`config.mk`:
```
export PLATFORM = sky130hd
export DESIGN_NAME = store_align_buffer
export DESIGN_NICKNAME = d
export VERILOG_FILES = /design/src/rtl/store_align_buffer_pkg.sv /design/src/rtl/store_align_buffer_aligner.sv /design/src/rtl/store_align_buffer.sv
export SDC_FILE = /design/constraint.sdc
export NUM_CORES = 1
export LEC_CHECK = 0
export CAP_MARGIN = 40
export CORE_ASPECT_RATIO = 1.4
export CORE_UTILIZATION = 49
export CTS_CLUSTER_DIAMETER = 80
export DETAILED_ROUTE_END_ITERATION = 10
export MAX_ROUTING_LAYER = met4
export PLACE_DENSITY = 0.77
export SLEW_MARGIN = 20
export SYNTH_ARGS = -nofsm -noshare
export SYNTH_HDL_FRONTEND = slang
export SYNTH_SLANG_ARGS = --single-unit
export TNS_END_PERCENT = 100
```
`constraint.sdc`:
```
create_clock -name clk -period 6.4 [get_ports clk]
set_clock_uncertainty 0.1 [all_clocks]
set_input_delay 1.92 -clock clk [delete_from_list [all_inputs] [get_ports clk]]
set_output_delay 1.92 -clock clk [all_outputs]
set_load 0.02 [all_outputs]
```
`src/rtl/store_align_buffer_pkg.sv`:
```
// Shared constants for the store alignment buffer: size-mask encodings and
// the default lane width.
package store_align_buffer_pkg;

   localparam int DEFAULT_BYTE_WIDTH = 8;

   localparam logic [3:0] MASK_NONE = 4'b0000;
   localparam logic [3:0] MASK_BYTE = 4'b0001;
   localparam logic [3:0] MASK_HALF = 4'b0011;
   localparam logic [3:0] MASK_WORD = 4'b1111;

   // True for the four size encodings a store may legally carry.
   function automatic logic mask_is_legal(input logic [3:0] mask);
      return (mask == MASK_NONE) || (mask == MASK_BYTE) ||
             (mask == MASK_HALF) || (mask == MASK_WORD);
   endfunction

endpackage

```
`src/rtl/store_align_buffer_aligner.sv`:
```
// Combinational lane alignment of a right-justified store: shifts data and
// size mask to the byte offset and flags requests that cannot be written.
module store_aligner
   import store_align_buffer_pkg::*;
#(
   parameter int BYTE_WIDTH = DEFAULT_BYTE_WIDTH
) (
   input  logic [1:0]              offset,
   input  logic [4*BYTE_WIDTH-1:0] data,
   input  logic [3:0]              mask,
   output logic [4*BYTE_WIDTH-1:0] aligned_data,
   output logic [3:0]              byte_en,
   output logic                    misaligned,
   output logic                    no_op
);

   logic [7:0] wide_mask;

   always_comb begin
      // Upper nibble of the widened mask catches lanes pushed past lane 3.
      wide_mask    = {4'b0000, mask} << offset;
      byte_en      = wide_mask[3:0];
      no_op        = (mask == MASK_NONE);
      misaligned   = !no_op && (!mask_is_legal(mask) || (wide_mask[7:4] != 4'b0000));
      aligned_data = data << (int'(offset) * BYTE_WIDTH);
   end

endmodule

```
`src/rtl/store_align_buffer.sv`:
```
// Store alignment buffer: aligns execute-stage stores to word lanes and
// queues them in a small circular FIFO ahead of the data-memory write port.
module store_align_buffer
   import store_align_buffer_pkg::*;
#(
   parameter int BYTE_WIDTH = DEFAULT_BYTE_WIDTH,
   parameter int DEPTH      = 2
) (
   input  logic                    clk,
   input  logic                    rst,
   input  logic                    st_valid,
   output logic                    st_ready,
   input  logic [31:0]             st_addr,
   input  logic [4*BYTE_WIDTH-1:0] st_data,
   input  logic [3:0]              st_mask,
   output logic                    mem_wr_valid,
   input  logic                    mem_wr_ready,
   output logic [31:0]             mem_wr_addr,
   output logic [4*BYTE_WIDTH-1:0] mem_wr_data,
   output logic [3:0]              mem_wr_be,
   output logic                    misaligned,
   output logic                    empty
);

   localparam int DW = 4 * BYTE_WIDTH;
   localparam int PW = $clog2(DEPTH);
   localparam int CW = PW + 1;
   localparam logic [CW-1:0] DEPTH_C = CW'(DEPTH);

   // Handshake: a transfer happens on a rising edge where valid && ready.
   // Producers hold valid and payload stable until that edge; ready never
   // depends combinationally on the partner's valid.

   logic [DW-1:0] al_data;
   logic [3:0]    al_be;
   logic          al_mis;
   logic          al_noop;

   store_aligner #(
      .BYTE_WIDTH(BYTE_WIDTH)
   ) u_aligner (
      .offset      (st_addr[1:0]),
      .data        (st_data),
      .mask        (st_mask),
      .aligned_data(al_data),
      .byte_en     (al_be),
      .misaligned  (al_mis),
      .no_op       (al_noop)
   );

   logic [31:0]   addr_mem [DEPTH];
   logic [DW-1:0] data_mem [DEPTH];
   logic [3:0]    be_mem   [DEPTH];

   logic [PW-1:0] wr_ptr;
   logic [PW-1:0] rd_ptr;
   logic [CW-1:0] count;

   logic accept;
   logic enq;
   logic deq;

   assign st_ready     = (count < DEPTH_C);
   assign mem_wr_valid = (count != '0);
   assign empty        = (count == '0);

   // Rejected and no-op requests are consumed but never occupy an entry.
   assign accept = st_valid && st_ready;
   assign enq    = accept && !al_mis && !al_noop;
   assign deq    = mem_wr_valid && mem_wr_ready;

   always_ff @(posedge clk) begin
      if (rst) begin
         wr_ptr     <= '0;
         rd_ptr     <= '0;
         count      <= '0;
         misaligned <= 1'b0;
      end else begin
         if (enq) wr_ptr <= wr_ptr + PW'(1);
         if (deq) rd_ptr <= rd_ptr + PW'(1);
         case ({enq, deq})
            2'b10:   count <= count + CW'(1);
            2'b01:   count <= count - CW'(1);
            default: count <= count;
         endcase
         misaligned <= accept && al_mis;
      end
   end

   // Entry storage is not reset; head outputs are meaningful only while valid.
   always_ff @(posedge clk) begin
      if (enq) begin
         addr_mem[wr_ptr] <= {st_addr[31:2], 2'b00};
         data_mem[wr_ptr] <= al_data;
         be_mem[wr_ptr]   <= al_be;
      end
   end

   assign mem_wr_addr = addr_mem[rd_ptr];
   assign mem_wr_data = data_mem[rd_ptr];
   assign mem_wr_be   = be_mem[rd_ptr];

endmodule

```
==> results.json <==
{
  "status": "completed",
  "final_cell_mix": "140 x clkdlybuf4s50_1, 132 x edfxtp_1, 43 x mux2_1",
  "worstSetupStartpointType": "flop",
  "htreeDepth": 4,
  "grt-ovfl-total": 0,
  "drive_above_1_share": 0.1394,
  "io_pins": 144,
  "critical_path.cell_chain": "buf_12 > mux2_1 > clkdlybuf4s50_1",
  "crit_slowest_cell": "dfxtp_4",
  "diodes": 0,
  "dp.final_hpwl_um": 7477,
  "die_width_um": 92.96,
  "p_leak_nw": 2.675,
  "final.period_utilization": 0.6701,
  "clk-insertion-delay-late_ns": 0.41,
  "cts_sinks": 138,
  "die_y_um": 129.3,
  "power_per_cell_area_nw_per_um2": 306.4,
  "ys_warn_count": 0,
  "synthCells": 340,
  "cp-end-kind": "output pin",
  "avgViaCountPerCell": 5.260,
  "initial_core_util": 0.5031,
  "postCtsSetupRepairBufs": 0,
  "synth_flop_cell": "edfxtp_1",
  "critPathRequiredTime_ns": 4.38,
  "rsz0062_at_grt": "no",
  "wl_per_cell_um": 17.59,
  "ant_nets": 0,
  "cap_viol_max_count": 0,
  "worst-setup-path-type": "flop to output pin",
  "synth.yosys.seq_area_share": 0.7196,
  "synth_area_um2": 5675,
  "report.final.setup_viol": 0,
  "cts_resized": 0,
  "syn2layout_area_growth_pct": 38.65,
  "cts_tree": "done",
  "max-slew-margin-rel": 0.5316,
  "synth.top_cells.by_area": "edfxtp_1 70%, mux2_1 8.5%, mux2_2 4.6%",
  "grt_pass1_vias": 3416,
  "vdd_drop_max_uv": 199.9,
  "drt_iter0_markers": 179,
  "grt_pass1_wl_um": 17120,
  "max_stage_delay_ns": 0.57,
  "vias": 3398,
  "fin_util": 0.6975,
  "yosysUniqueCellTypes": 34,
  "dieArea_um2": 12020,
  "slew_viol_final": 0,
  "drc_errors": 0,
  "r2r_slack_ns": 4.41,
  "crit_fanout": 41,
  "ys_async_sr_fraction": 0,
  "root_buffer": "clkbuf_16",
  "synth_seq_cells": 138,
  "clk_pin_slew_ns": 0.06,
  "max_freq_mhz": 233.2,
  "grt_max_degree": 67,
  "grt_use_total": 0.2017,
  "antenna_found_initial": 0,
  "wl_um": 11360,
  "rows": 46,
  "routabilityCongestion": 0.8219,
  "finalNetCount": 562,
  "postCtsHoldBufs": 0,
  "avgSynthCellArea_um2": 16.69,
  "port-buffer-count": 141,
  "firstDrtPassIters": 4,
  "synth.top_cell.area_share": 0.6984,
  "period_minus_slack_ns": 4.288,
  "synth_area_leader_cell": "edfxtp_1",
  "core_area_um2": 11280,
  "min_path_type": "flop to flop",
  "worst_slew_pin_slew_ns": 0.7001,
  "cts_buffer_depth": 2,
  "cp.arrival_ns": 2.27,
  "r2r_start": "count[1]$_SDFFE_PP0P_",
  "numCtsBuffers": 17,
  "synth_edf_count": 132,
  "fillers": 771,
  "hp-start": "rd_ptr$_SDFFE_PP0P_",
  "finalSetupTns_ns": 0,
  "final_common_cell": "clkdlybuf4s50_1",
  "hold_viol_final": 0
}
==> sequential cells by signal (all words and copies together), names as in the netlist, named ones only <==
signal and count:
addr_mem 60, misaligned 1, data_mem 64, rd_ptr 1
be_mem 8, wr_ptr 1, count 2
==> metrics by stage <==
stage	setup slack, ns	hold slack (ns)	total power [mW]	cells	cell area [um^2]
final	2.112	0.4280	2.411	646	7869
after global routing	2.031	0.4777	2.494	646	7869
after CTS	2.043	0.4303	2.425	643	7801
after detailed placement	1.642	0.4159	1.529	611	7238
after global placement	1.739	0.3797	1.516	610	7218
after floorplan	0.4899	0.3663	1.310	341	5679
==> worst paths after layout <==
path	end	cells after the start
setup reg to reg	addr_mem[0][14]$_DFFE_PP_	6
hold reg to reg	rd_ptr$_SDFFE_PP0P_	2
setup / recovery	mem_wr_be[2]	3
hold / removal	rd_ptr$_SDFFE_PP0P_	2
==> power by group <==
group	switching, mW	internal, mW
combinational	0.225	0.234
sequential	0.0228	1.03
clock	0.355	0.543
==> synthesized netlist by cell type (2+ instances only) <==
library cell    n
buf_2           8
o21ai_1         8
mux2_1         43
nor2b_1        11
xnor2_1         2
nand2_1        11
edfxtp_1      132
mux2i_1        18
buf_4           2
clkbuf_1        8
mux2_2         23
nor2_1         16
a211oi_1        9
and2_1         10
inv_1           3
a21oi_1        10
or3_1           3
nor4b_2         2
dfxtp_1         6
==> cell families after synthesis <==
logic type	count (synthesis)	synth area share
DFF	138	0.7196
muxes	84	0.1627
and+or+nand+nor	58	0.05556
AOI/OAI and AO/OA	33	0.03704
buffers and inverters	22	0.01764
xor gates and xnor gates	3	0.004630
adders and majority gates	1	0.002204
other	1	0.0006607
==> critical path: cells and delay by family, from the launching register on <==
family / cells / cell delay [ns]
muxes: 1 / 0.41
buffers and inverters: 2 / 0.86
DFF: 1 / 0.57
==> cell type report <==
type | instances | area, um^2 | share of cell area
Clock inverter | 14 | 123.9 | 0.01574
Inverter | 3 | 11.26 | 0.001431
Clock buffer | 18 | 439.2 | 0.05581
Timing Repair Buffer | 148 | 1516 | 0.1927
Multi-Input combinational cell | 181 | 1510 | 0.1919
Sequential cell | 138 | 4088 | 0.5195
Tap cell | 144 | 180.2 | 0.02290
==> routing by layer <==
metal / GRT usage / share of wire / vias up
li1: - / - / 1595
met1: 0.2260 / 0.39 / 1640
met2: 0.3417 / 0.53 / 146
met3: 0.04695 / 0.056 / 17
met4: 0.09231 / 0.021 / 0
met5: - / 0 / -
No activity file was read; power rests on OpenSTA's default activity.
